### config.mk
export PLATFORM = sky130hd
export DESIGN_NAME = hci_ext_port_mux
export DESIGN_NICKNAME = d
export VERILOG_FILES = /design/src/rtl/hci_ext_port_mux.sv
export SDC_FILE = /design/constraint.sdc
export NUM_CORES = 1
export LEC_CHECK = 0
export BUFFER_PORTS_ARGS = -buffer_cell sky130_fd_sc_hd__clkbuf_2
export CAP_MARGIN = 15
export CORE_AREA = 2 2 208 210
export CTS_BUF_LIST = sky130_fd_sc_hd__clkbuf_8 sky130_fd_sc_hd__clkbuf_16
export DETAILED_ROUTE_END_ITERATION = 16
export DIE_AREA = 0 0 210 212
export PLACE_DENSITY = 0.46
export SLEW_MARGIN = 20
export SYNTH_ARGS = -nofsm -noshare
export SYNTH_HDL_FRONTEND = slang
export SYNTH_SLANG_ARGS = --single-unit
### constraint.sdc
create_clock -name clk_i -period 3.4 [get_ports clk_i]
set_input_delay 0.51 -clock clk_i [delete_from_list [all_inputs] [get_ports clk_i]]
set_output_delay 0.51 -clock clk_i [all_outputs]
set_load 0.005 [all_outputs]
### src/rtl/hci_ext_port_mux.sv
// Round-robin merge of N external initiator channels onto one HCI port,
// with in-order response routing through a single response register.
module hci_ext_port_mux #(
  parameter int unsigned N_PORTS         = 4,
  parameter int unsigned AW              = 32,
  parameter int unsigned DW              = 32,
  parameter int unsigned BW              = 8,
  parameter int unsigned MAX_OUTSTANDING = 4,
  parameter int unsigned WRITE_HAS_RSP   = 0,
  localparam int unsigned BEW = DW / BW,
  localparam int unsigned CW  = $clog2(MAX_OUTSTANDING + 1)
) (
  input  logic                   clk_i,
  input  logic                   rst_ni,
  input  logic                   clear_i,
  input  logic [N_PORTS-1:0]     ext_req_i,
  output logic [N_PORTS-1:0]     ext_gnt_o,
  input  logic [N_PORTS*AW-1:0]  ext_add_i,
  input  logic [N_PORTS-1:0]     ext_wen_i,
  input  logic [N_PORTS*DW-1:0]  ext_data_i,
  input  logic [N_PORTS*BEW-1:0] ext_be_i,
  output logic [N_PORTS*DW-1:0]  ext_r_data_o,
  output logic [N_PORTS-1:0]     ext_r_valid_o,
  input  logic [N_PORTS-1:0]     ext_r_ready_i,
  output logic                   tcdm_req_o,
  input  logic                   tcdm_gnt_i,
  output logic [AW-1:0]          tcdm_add_o,
  output logic                   tcdm_wen_o,
  output logic [DW-1:0]          tcdm_data_o,
  output logic [BEW-1:0]         tcdm_be_o,
  input  logic [DW-1:0]          tcdm_r_data_i,
  input  logic                   tcdm_r_valid_i,
  output logic                   tcdm_r_ready_o,
  output logic [CW-1:0]          outstanding_o,
  output logic                   err_o
);

  localparam int unsigned PW =
    (N_PORTS > 1) ? $clog2(N_PORTS) : 1;
  localparam int unsigned QW =
    (MAX_OUTSTANDING > 1) ? $clog2(MAX_OUTSTANDING) : 1;
  localparam logic [PW-1:0] LAST_P = PW'(N_PORTS - 1);
  localparam logic [QW-1:0] LAST_Q = QW'(MAX_OUTSTANDING - 1);

  logic [PW-1:0] r_rr;
  logic [PW-1:0] r_ord [MAX_OUTSTANDING];
  logic [QW-1:0] r_wp;
  logic [QW-1:0] r_rp;
  logic [CW-1:0] r_cnt;
  logic          r_rsp_v;
  logic [PW-1:0] r_rsp_p;
  logic [DW-1:0] r_rsp_d;
  logic          r_err;

  logic          w_any;
  logic          w_found;
  logic          w_wen;
  logic          w_full;
  logic          w_empty;
  logic          w_hs;
  logic          w_push;
  logic          w_racc;
  logic          w_pop;
  logic          w_rel;
  logic [PW-1:0] w_win;

  always_comb begin : arb
    int unsigned v_idx;
    logic [PW-1:0] v_p;
    v_idx   = 0;
    v_p     = '0;
    w_win   = '0;
    w_found = 1'b0;
    for (int unsigned i = 0; i < N_PORTS; i++) begin
      v_idx = (32'(r_rr) + i) % N_PORTS;
      v_p   = PW'(v_idx);
      if (!w_found && ext_req_i[v_p]) begin
        w_win   = v_p;
        w_found = 1'b1;
      end
    end
  end

  assign w_any      = |ext_req_i;
  assign w_full     = (r_cnt == CW'(MAX_OUTSTANDING));
  assign w_empty    = (r_cnt == '0);
  // A full FIFO blocks requests even if a pop frees a slot this cycle
  assign tcdm_req_o = w_any && !w_full;
  assign w_hs       = tcdm_req_o && tcdm_gnt_i;
  assign w_wen      = ext_wen_i[w_win];
  assign w_push     = w_hs && (w_wen || (WRITE_HAS_RSP != 0));

  assign tcdm_r_ready_o = !r_rsp_v || ext_r_ready_i[r_rsp_p];
  assign w_racc = tcdm_r_valid_i && tcdm_r_ready_o;
  assign w_pop  = w_racc && !w_empty;
  assign w_rel  = r_rsp_v && ext_r_ready_i[r_rsp_p];

  always_comb begin : pay
    tcdm_add_o  = '0;
    tcdm_wen_o  = 1'b0;
    tcdm_data_o = '0;
    tcdm_be_o   = '0;
    ext_gnt_o   = '0;
    if (w_any) begin
      tcdm_add_o  = ext_add_i[32'(w_win)*AW +: AW];
      tcdm_wen_o  = w_wen;
      tcdm_data_o = ext_data_i[32'(w_win)*DW +: DW];
      tcdm_be_o   = ext_be_i[32'(w_win)*BEW +: BEW];
    end
    ext_gnt_o[w_win] = w_hs;
  end

  always_comb begin : rsp
    ext_r_valid_o = '0;
    for (int unsigned p = 0; p < N_PORTS; p++) begin
      ext_r_valid_o[p] = r_rsp_v && (r_rsp_p == PW'(p));
    end
  end

  assign ext_r_data_o  = {N_PORTS{r_rsp_d}};
  assign outstanding_o = r_cnt;
  assign err_o         = r_err;

  always_ff @(posedge clk_i or negedge rst_ni) begin
    if (!rst_ni) begin
      r_rr    <= '0;
      r_wp    <= '0;
      r_rp    <= '0;
      r_cnt   <= '0;
      r_rsp_v <= 1'b0;
      r_rsp_p <= '0;
      r_rsp_d <= '0;
      r_err   <= 1'b0;
    end else if (clear_i) begin
      r_rr    <= '0;
      r_wp    <= '0;
      r_rp    <= '0;
      r_cnt   <= '0;
      r_rsp_v <= 1'b0;
      r_rsp_p <= '0;
      r_rsp_d <= '0;
      r_err   <= 1'b0;
    end else begin
      if (w_hs) begin
        r_rr <= (w_win == LAST_P) ? '0 : w_win + 1'b1;
      end
      if (w_push) begin
        r_wp <= (r_wp == LAST_Q) ? '0 : r_wp + 1'b1;
      end
      if (w_pop) begin
        r_rp <= (r_rp == LAST_Q) ? '0 : r_rp + 1'b1;
      end
      r_cnt <= r_cnt + CW'(w_push) - CW'(w_pop);
      if (w_pop) begin
        r_rsp_v <= 1'b1;
        r_rsp_p <= r_ord[r_rp];
        r_rsp_d <= tcdm_r_data_i;
      end else if (w_rel) begin
        r_rsp_v <= 1'b0;
      end
      // A response with nothing in flight is dropped
      if (w_racc && w_empty) begin
        r_err <= 1'b1;
      end
    end
  end

  always_ff @(posedge clk_i) begin
    if (w_push) begin
      r_ord[r_wp] <= w_win;
    end
  end

endmodule
# After elaboration in Yosys (flattened, before gate mapping)
# Memories as Yosys holds them, arrays and structs flattened.
# Cells that the tools add are included.
totals:
  mem_bits_rw: 8
  latchBits: 0
  regBits: 45
  out_inout_bits: 211
  wordCells: 111
  in_bits: 321
  romBits: 0
  memories: 1
mem_list:
  columns: ["memory", "words", "word_bits", "read_ports", "rd_ports_with_merged_regs", "write_ports", "line_no", "text"]
  rows:
  - ["r_ord", 4, 2, 1, 0, 1, "46", "logic [PW-1:0] r_ord [MAX_OUTSTANDING];"]
op_classes:
  mul: 0
  order_cmp: 7
  eq_ne: 7
  addsub: 8
  n_mux: 46
  reduce_logical: 30
  div_mod_pow: 0
  bitwise: 1
  n_shift: 3
ops:
  columns: ["op", "n"]
  rows:
  - ["variable part select 128 x 8 -> 32 bit", 2]
  - ["2-to-1 mux 32 bit", 4]
  - ["2-to-1 mux 2 bit", 15]
  - ["< comparator 2 x 3 -> 1 bit (second input constant)", 6]
  - ["2-to-1 mux 1 bit", 18]
  - ["variable part select 16 x 5 -> 4 bit", 1]
  - ["logical AND 1 bit", 15]
  - ["binary-select mux 1 bit (select 2 bit)", 6]
  - ["== test 2 bit (second input constant)", 5]
  - ["adder 2 x 1 -> 2 bit (second input constant)", 4]
  - ["nonzero test 2 bit", 4]
  - ["zero test 1 bit", 6]
  - ["adder 2 bit (second input constant)", 2]
  - ["AND 4 bit", 1]
  - ["2-to-1 mux 4 bit", 1]
  - ["OR reduction 4 bit", 1]
  - ["adder 3 x 1 -> 3 bit", 1]
  - ["== test 3 bit (second input constant)", 1]
  - ["zero test 3 bit", 1]
  - ["2-to-1 mux 3 bit", 1]
  - ["nonzero test 3 bit", 1]
  - ["subtractor 3 x 1 -> 3 bit", 1]
  - ["demux 1 bit (select 2 bit)", 1]
  - ["== test 2 x 1 -> 1 bit (second input constant)", 1]
  - ["3 further kinds", 3]

# Depth between registers and ports, before layout
# Gate-level depths: netlist (run 1).
depth:
  depth_word: 18
  depth_mapped: 14
  mapped_depth_nobuf: 14

# Least setup slack after synthesis (run 1)
# No wires, ideal clock.
synth_path:
  kind: "input-to-reg"
  from: "input ext_req_i[1]"
  to: "register r_cnt[2], in the netlist outstanding_o[2]"
  t_arrival_ps: 2451
  path_stages: 12
  slack_ps: 819
  setup_time_ps: 131
  n_path_buf: 0
  t_required_ps: 3269
  cell_sequence: "a221oi_2 -> nand3_2 -> mux2i_1 -> o22ai_2 -> inv_1 -> ha_1 -> inv_1 -> ha_1 -> inv_1 -> fa_1 -> xnor2_1 -> nor2_1"
synth_between:
  elab_chain_cells: 18
  elab_cells_between_ends: 30
  classes_between: "add/sub (2); mux (18); reduce/logical (10)"
synth_rtl:
  columns: ["item", "line_no", "text"]
  rows:
  - ["from (decl)", "16", "input logic [N_PORTS-1:0] ext_req_i,"]
  - ["binary-select mux 1 bit (select 2 bit)", "77", "if (!w_found && ext_req_i[v_p]) begin"]
  - ["2-to-1 mux 1 bit (not written as such)", "77", null]
  - ["2-to-1 mux 1 bit", "77", null]
  - ["zero test 1 bit", "77", null]
  - ["logical AND 1 bit", "77", null]
  - ["2-to-1 mux 1 bit", "77", null]
  - ["zero test 1 bit", "77", null]
  - ["logical AND 1 bit", "77", null]
  - ["[2 not listed]", null, null]
  - ["logical AND 1 bit", "77", null]
  - ["2-to-1 mux 2 bit", "77", null]
  - ["binary-select mux 1 bit (select 2 bit)", "90", "assign w_wen = ext_wen_i[w_win];"]
  - ["2-to-1 mux 1 bit (not written as such)", "90", null]
  - ["logical AND 1 bit (*)", "91", "assign w_push = w_hs && (w_wen || (WRITE_HAS_RSP != 0));"]
  - ["adder 3 x 1 -> 3 bit (*)", "153", "r_cnt <= r_cnt + CW'(w_push) - CW'(w_pop);"]
  - ["subtractor 3 x 1 -> 3 bit (*)", "153", null]
  - ["2-to-1 mux 3 bit (*)", "134", "end else if (clear_i) begin"]
  - ["to (signal assigned)", "153", null]
  - ["to (decl)", "49", "logic [CW-1:0] r_cnt;"]
# Every way passes the cells marked *; elsewhere a longest branch is shown, timed or not. The select of a mux whose other input is x is not followed.
# A chain may end at the register's enable or synchronous reset.

# Worst setup path after layout (run 1)
layout_path:
  from: "register r_rr[1]"
  to: "output tcdm_data_o[16]"
layout_between:
  elab_chain_cells: 14
  elab_cells_between_ends: 26
  classes_between: "add/sub (3); shift (1); mux (16); reduce/logical (6)"
layout_rtl:
  columns: ["item", "line_no", "text"]
  rows:
  - ["from (decl)", "45", "logic [PW-1:0] r_rr;"]
  - ["from (signal assigned)", "145", "r_rr <= (w_win == LAST_P) ? '0 : w_win + 1'b1;"]
  - ["parallel branches: the longest is 11 deep, another holds adder 2 x 1 -> 2 bit", null, null]
  - ["2-to-1 mux 2 bit (*)", "77", null]
  - ["variable part select 128 x 8 -> 32 bit (*)", "107", "tcdm_data_o = ext_data_i[32'(w_win)*DW +: DW];"]
  - ["2-to-1 mux 32 bit (*)", "104", "if (w_any) begin"]
  - ["to (decl)", "29", "output logic [DW-1:0] tcdm_data_o,"]
# Every way passes the cells marked *. The select of a mux whose other input is x is not followed.

==> results of run 1 <==
[per-stage QoR]
stage	utilization	power [mW]
final	0.1930	3.829
after global routing	0.1930	4.142
after CTS	0.1919	3.898
after detailed placement	0.1883	3.324
after global placement	0.1883	3.315
after floorplan	-	2.411
[critical path, stage by stage (launching register included)]
cell,delay [ps]
dfrtp_1,480
nor2_1,100
a221oi_2,310
nand3_4,240
buf_12,260
buf_4,220
and2_0,150
a211oi_1,260
a311oi_1,90
clkbuf_2,150
[cells in the final DEF (no fill, tap or decap), types with 2 or more instances in the layout]
| master | instances |
|---|---|
| a311oi_1 | 68 |
| and3_1 | 5 |
| buf_4 | 18 |
| buf_12 | 6 |
| a22o_1 | 36 |
| diode_2 | 2 |
| mux2i_1 | 4 |
| o21ai_0 | 2 |
| ha_1 | 11 |
| nand2b_1 | 3 |
| nor2b_1 | 2 |
| dfrtp_1 | 45 |
| inv_1 | 6 |
| mux4_2 | 3 |
| a211oi_1 | 69 |
| and2_1 | 17 |
| clkbuf_16 | 5 |
| nor2_1 | 11 |
| nand2_1 | 140 |
| clkbuf_2 | 530 |
| edfxtp_1 | 8 |
| and2_0 | 57 |
| nor3_1 | 2 |
[logic make-up (layout without fill, tap and decap cells)]
family	after synthesis	count (layout)	share of synthesized area
flip-flops	53	53	0.2484
adder cells (fa/ha/maj)	12	12	0.02866
buffers and inverters	163	571	0.2008
multiplexers	8	8	0.02160
AND/OR/NAND/NOR	248	248	0.2236
AO/OA/AOI/OAI	182	182	0.2738
XOR/XNOR	2	2	0.003185
other	0	2	0
[layout make-up]
| type | instances | area [µm²] | share of cell area |
|---|---|---|---|
| Tap cell | 546 | 683.2 | 0.08326 |
| Clock buffer | 5 | 125.1 | 0.01525 |
| Antenna cell | 2 | 5.005 | 0.0006099 |
| Inverter | 8 | 42.54 | 0.005185 |
| Sequential cell | 53 | 1366 | 0.1665 |
| Multi-Input combinational cell | 452 | 3045 | 0.3711 |
| Timing Repair Buffer | 555 | 2913 | 0.3550 |
| Clock inverter | 3 | 25.02 | 0.003050 |
[routing by layer]
layer	vias to the layer above	routed length, µm	global-route usage
li1	3143	-	-
met1	3050	10710	0.1324
met2	372	13770	0.2075
met3	46	1994	0.02275
met4	2	1548	0.06823
met5	-	13	0
[registers in the layout, indices dropped and copies added, names as in the netlist]
signal         flops
r_rsp_d           32
r_wp               2
outstanding_o      3
r_rsp_v            1
r_rsp_p            2
err_o              1
r_rr               2
r_ord              8
r_rp               2
[power breakdown]
part | internal, mW | switching (mW) | leakage, nW
clock | 0.280 | 0.261 | 0.0723
sequential | 0.774 | 0.191 | 0.684
combinational | 1.06 | 1.26 | 3.44
[path summary, 6_finish.rpt]
| kind | startpoint | endpoint | slack [ps] | cells after the start |
|---|---|---|---|---|
| setup / recovery | r_rr[1] | tcdm_data_o[16] | 280 | 9 |
| hold / removal | rst_ni | r_rsp_d[24] | 340 | 1 |
| setup reg to reg | r_rr[1] | outstanding_o[2] | 430 | 14 |
| hold reg to reg | err_o | err_o | 500 | 2 |
| max in group asynchronous | rst_ni | r_rsp_d[0] | 2390 | 2 |
| min in group clk_i | tcdm_r_data_i[4] | r_rsp_d[4] | 420 | 2 |
[repair_timing]
item                                    CTS  global route
endpoints found under the hold margin     0             0
endpoints found under the setup margin    5            24
buffers inserted                          0             3
pin swaps                                 0             1
gates resized for setup                   1             2
==> impl_metrics.env, run 1 <==
export IMPL_status="complete, no violations"
export IMPL_clk_latency_ps=300
export IMPL_numCtsBuffers=5
export IMPL_leakagePower_nw=4.195
export IMPL_worst_slew_pin_slew_ps=929.5
export IMPL_critPathArrivalTime_ps=2610
export IMPL_fin_nets=1408
export IMPL_timing_final_hold_violations=0
export IMPL_pre_cts_ws_ps=201.7
export IMPL_period_needed_ps=3118
export IMPL_via_per_inst=4.072
export IMPL_synthTopCellsByArea="dfrtp_1 20%, buf_4 14%, a311oi_1 11%"
export IMPL_hold_slack_ps=341.3
export IMPL_ys_seq_elements=53
export IMPL_start_util=0.1294
export IMPL_die_area_mm2=0.04452
export IMPL_grt_max_degree=82
export IMPL_stdcell_count=1624
export IMPL_ys_async_sr_fraction=0.8491
export IMPL_ctsHoldBuffers=0
export IMPL_yosys_area_top_type="dfrtp_1"
export IMPL_die_w_um=210
export IMPL_hp_class="in2async"
export IMPL_final_max_slew_violation_count=0
export IMPL_syn_inst=668
export IMPL_grt_pass1_wl_um=39520
export IMPL_grt_pass1_vias=6359
export IMPL_ys_warn_count=0
export IMPL_place_area_mm2=0.008005
export IMPL_io_pins=532
export IMPL_rsz0062_at_grt="false"
export IMPL_wl_per_cell_um=17.27
export IMPL_synth_distinct_cells=46
export IMPL_antenna_found_initial=3
export IMPL_drtPass1Iterations=5
export IMPL_synth_top_cell_area_share=0.2047
export IMPL_clock_path_buffers=2
export IMPL_setup_worst_path_class="reg2out"
export IMPL_cts_tree="built"
export IMPL_syn_num_nets=1001
export IMPL_fillers=4853
export IMPL_skew_ps=5.215
export IMPL_startpoint_type="flop"
export IMPL_die_h_um=212
export IMPL_clk_pin_slew_ps=80
export IMPL_clockRootBuffer="clkbuf_16"
export IMPL_worst_slack_ps=282.3
export IMPL_finalInstanceArea_mm2=0.008205
export IMPL_synth_main_ff_cell="dfrtp_1"
export IMPL_num_rows=76
export IMPL_syn_area_per_cell_um2=8.236
export IMPL_worst_setup_path_end_kind="output pin"
export IMPL_synth_top_cells_by_count="140 x nand2_1, 106 x buf_4, 69 x a211oi_1"
export IMPL_vias=6613
export IMPL_yosysMostFrequentCell="nand2_1"
export IMPL_grt_ovfl_total=0
export IMPL_htreeDepth=2
export IMPL_p_per_area_mw_per_mm2=466.6
export IMPL_groute_usage_overall=0.1176
export IMPL_cts_sinks=53
export IMPL_drt_initial_drc_count=277
export IMPL_ys_seq_area_frac=0.2484
export IMPL_vdd_drop_max_mv=0.2108
export IMPL_layout_drive_gt1_share=0.5381
export IMPL_cp_max_fo=81
export IMPL_place_congestion=0.8468
export IMPL_min_period_over_period=0.9170
export IMPL_wl_um=28040
export IMPL_drv_cap=0
export IMPL_slew_headroom=0.3804
export IMPL_fmax_mhz=320.7
export IMPL_synth_edf_count=8
export IMPL_final_setup_tns_ps=0
export IMPL_area_growth_pct=49.15
export IMPL_coreArea_mm2=0.04251
export IMPL_port_buffers=531
export IMPL_hpwlAfterDp_um=23970
export IMPL_netlist_area_mm2=0.005502
export IMPL_setup_viol=0
export IMPL_ant_nets=0
export IMPL_dp_cells=1611
export IMPL_cp_data_required_time_ps=2890
export IMPL_drc=0
No activity file was read; power rests on OpenSTA's default activity.
==> inputs of run 2 (changes only) <==
--- a/config.mk
+++ b/config.mk
@@ -5,13 +5,14 @@
 export SDC_FILE = /design/constraint.sdc
 export NUM_CORES = 1
 export LEC_CHECK = 0
+export ABC_AREA = 1
 export BUFFER_PORTS_ARGS = -buffer_cell sky130_fd_sc_hd__clkbuf_2
 export CAP_MARGIN = 15
-export CORE_AREA = 2 2 208 210
+export CORE_AREA = 2 2 206 208
 export CTS_BUF_LIST = sky130_fd_sc_hd__clkbuf_8 sky130_fd_sc_hd__clkbuf_16
 export DETAILED_ROUTE_END_ITERATION = 16
-export DIE_AREA = 0 0 210 212
-export PLACE_DENSITY = 0.46
+export DIE_AREA = 0 0 208 210
+export PLACE_DENSITY = 0.48
 export SLEW_MARGIN = 20
 export SYNTH_ARGS = -nofsm -noshare
 export SYNTH_HDL_FRONTEND = slang
==> run 2 against run 1 <==
Net effect: critical path depth is 2 higher; combinational power grew to 2.9 times the previous value; clock skew is 7.4 ps higher; synthesized cell count is 43% higher; largest power group unchanged; critical endpoint is now tcdm_data_o[22]; core utilization is 1.4 points higher; hold slack worse by 130 ps; largest cell class unchanged; die area is 1.9% lower; register-to-register slack hardly changed; clock power is 4.4% higher; global-route usage is 0.84 points higher; sequential cell count stayed put; sequential share of layout area is 0.72 points lower.
==> impl_metrics.env, run 2 <==
export IMPL_status="complete, no violations"
export IMPL_r2r_cells=16
export IMPL_via_per_inst=4.114
export IMPL_critPathArrivalTime_ps=2650
export IMPL_final_max_slew_violation_count=0
export IMPL_worst_slew_pin_slew_ps=736.2
export IMPL_vias=7784
export IMPL_antenna_found_initial=4
export IMPL_ant_nets=0
export IMPL_clk_latency_ps=300
export IMPL_wl_per_cell_um=15.58
export IMPL_drtPass1Iterations=5
export IMPL_min_period_over_period=0.9281
export IMPL_cp_slowest_cell="dfrtp_2"
export IMPL_ys_seq_area_frac=0.2329
export IMPL_yosysMostFrequentCell="nand2_1"
export IMPL_setup_viol=0
export IMPL_yosys_area_top_type="nand2_1"
export IMPL_yosys_area_share_xor_xnor=0
export IMPL_synthMuxAreaShare=0
export IMPL_grt_pass1_vias=7452
export IMPL_drc=0
export IMPL_final_setup_tns_ps=0
export IMPL_die_h_um=210
export IMPL_synth_top_cells_by_count="351 x nand2_1, 219 x nand3_1, 106 x buf_4"
export IMPL_synth_main_ff_cell="dfrtp_1"
export IMPL_period_needed_ps=3156
export IMPL_fin_nets=1683
export IMPL_cp_num_buf_inv=3
export IMPL_hp_class="in2async"
export IMPL_cp_data_required_time_ps=2890
export IMPL_postCtsSetupBuffers=0
export IMPL_wl_um=29470
export IMPL_drv_cap=0
export IMPL_grt_pass1_wl_um=43140
export IMPL_synthTopCellsByArea="nand2_1 22%, dfrtp_1 19%, nand3_1 19%"
export IMPL_setup_worst_path_class="reg2out"
export IMPL_ys_warn_count=0
export IMPL_synth_top_cell_area_share=0.2246
export IMPL_top_register="r_rsp_d"
export IMPL_num_rows=75
export IMPL_numCtsBuffers=5
export IMPL_worst_slack_ps=244.5
export IMPL_crit_cells=11
export IMPL_timing_final_hold_violations=0
export IMPL_cp_cell_sequence="inv_6, nand2_2, and2_4, a21oi_2, nand4_1, nand2_4, buf_4, nand2_1, nand3_1, and3_1, clkbuf_2"
export IMPL_clockRootBuffer="clkbuf_16"
export IMPL_synth_edf_count=8
export IMPL_rsz0062_at_grt="false"
export IMPL_critPathTopFamily="simple AND/OR/NAND/NOR gates"
export IMPL_ctsHoldBuffers=0
export IMPL_synth_compound_area_share=0.01962
export IMPL_start_util=0.1414
export IMPL_leakagePower_nw=5.065
export IMPL_io_pins=532
export IMPL_synth_top_family_by_area="simple AND/OR/NAND/NOR gates"
export IMPL_vdd_drop_max_mv=0.4551
export IMPL_synth_distinct_cells=35
export IMPL_htreeDepth=2
export IMPL_netlist_area_mm2=0.005867
export IMPL_r2r_end="outstanding_o[2]"
export IMPL_slew_headroom=0.5092
export IMPL_cp_max_fo=28
export IMPL_syn_area_per_cell_um2=6.150
export IMPL_ys_async_sr_fraction=0.8491
export IMPL_grt_ovfl_total=0
export IMPL_synth_simple_area_share=0.5163
export IMPL_die_area_mm2=0.04368
export IMPL_area_growth_pct=46.28
export IMPL_p_per_area_mw_per_mm2=974.7
export IMPL_hold_slack_ps=213.0
export IMPL_r2r_start="r_rr[0]"
export IMPL_yosys_area_share_adder=0.02687
export IMPL_skew_ps=12.60
export IMPL_largest_reg_flops=32
export IMPL_grt_max_degree=72
export IMPL_worst_setup_path_end_kind="output pin"
export IMPL_die_w_um=208
export IMPL_startpoint_type="flop"
export IMPL_pre_cts_ws_ps=310.6
export IMPL_clk_pin_slew_ps=80
export IMPL_ys_seq_elements=53
export IMPL_clock_path_buffers=2
export IMPL_cts_sinks=53
export IMPL_fmax_mhz=316.9
export IMPL_hpwlAfterDp_um=24320
export IMPL_cts_tree="built"
export IMPL_syn_inst=954
export IMPL_syn_num_nets=1287
export IMPL_port_buffers=531
export IMPL_r2r_slack_ps=440
export IMPL_startpoint="r_rr[0]"
export IMPL_place_congestion=0.8682
export IMPL_layout_drive_gt1_share=0.4271
export IMPL_crit_end="tcdm_data_o[22]"
export IMPL_fillers=4800
export IMPL_groute_usage_overall=0.1259
export IMPL_layout_commonest_cell="clkbuf_2"
export IMPL_coreArea_mm2=0.04148
export IMPL_drt_initial_drc_count=389
export IMPL_critPathMaxStageDelay_ps=490
export IMPL_cts_repair_resized=0
export IMPL_mostFrequentLayoutCells="531 x clkbuf_2, 351 x nand2_1, 219 x nand3_1"
## run 2: changes by cell type in the layout (fill, tap and decap cells not counted), sizes merged, moves of 27 or more
cell / change
a211oi: -69
a22o: -36
a311oi: -68
and2: -73
and3: +64
inv: +27
nand2: +214
nand3: +218
## run 2: cell families (layout without fill, tap and decap cells)
logic type	after synthesis	count (layout)
AOI/OAI and AO/OA	18	18
adders and majority gates	12	12
buffers and inverters	198	595
DFF	53	53
other	0	2
and+or+nand+nor	673	673
## run 2: worst min path at each step
| stage | slack (ps) | from | endpoint | depth (start not counted) |
|---|---|---|---|---|
| 2_1_floorplan | 210 | rst_ni | err_o | 0 |
| 3_3_place_gp | 480 | err_o | err_o | 1 |
| 3_5_place_dp | 500 | err_o | err_o | 1 |
| 4_1_cts | 220 | rst_ni | r_rsp_d[4] | 1 |
| 5_1_grt | 240 | rst_ni | r_rsp_d[4] | 1 |
| 6_report | 210 | rst_ni | r_rsp_d[4] | 1 |
## run 2: power breakdown
part	switching (mW)	internal (mW)	leakage, nW	total [mW]
Clock	0.247	0.317	0.0834	0.564
Sequential	0.199	0.820	0.682	1.02
Combinational	4.11	2.67	4.30	6.78
## run 2: through the flow
| step | utilization | instance area (µm²) | total power [mW] | std cells |
|---|---|---|---|---|
| after floorplan | - | 5867 | 5.168 | 954 |
| after global placement | 0.2017 | 8367 | 7.784 | 1881 |
| after detailed placement | 0.2017 | 8367 | 7.825 | 1881 |
| after CTS | 0.2056 | 8529 | 8.431 | 1889 |
| after global routing | 0.2069 | 8582 | 9.213 | 1892 |
| final | 0.2069 | 8582 | 8.365 | 1892 |
## run 2: per-layer routing
metal	share of wire	up-vias	track usage
met4	0.030	2	0.03986
met3	0.068	33	0.02190
met1	0.38	3530	0.1409
li1	-	3818	-
met2	0.52	401	0.2406
met5	0.00044	-	0
## run 2: area by class of cell
cell class	instances	area, µm²	share of cell area
clock buffers	6	150.1	0.01750
diodes	2	5.005	0.0005832
inverters	36	145.1	0.01691
multi-input cells	703	3321	0.3869
clock inverters	2	12.51	0.001458
well taps	539	674.4	0.07858
flip-flops and latches	53	1368	0.1594
repair buffers	551	2907	0.3387
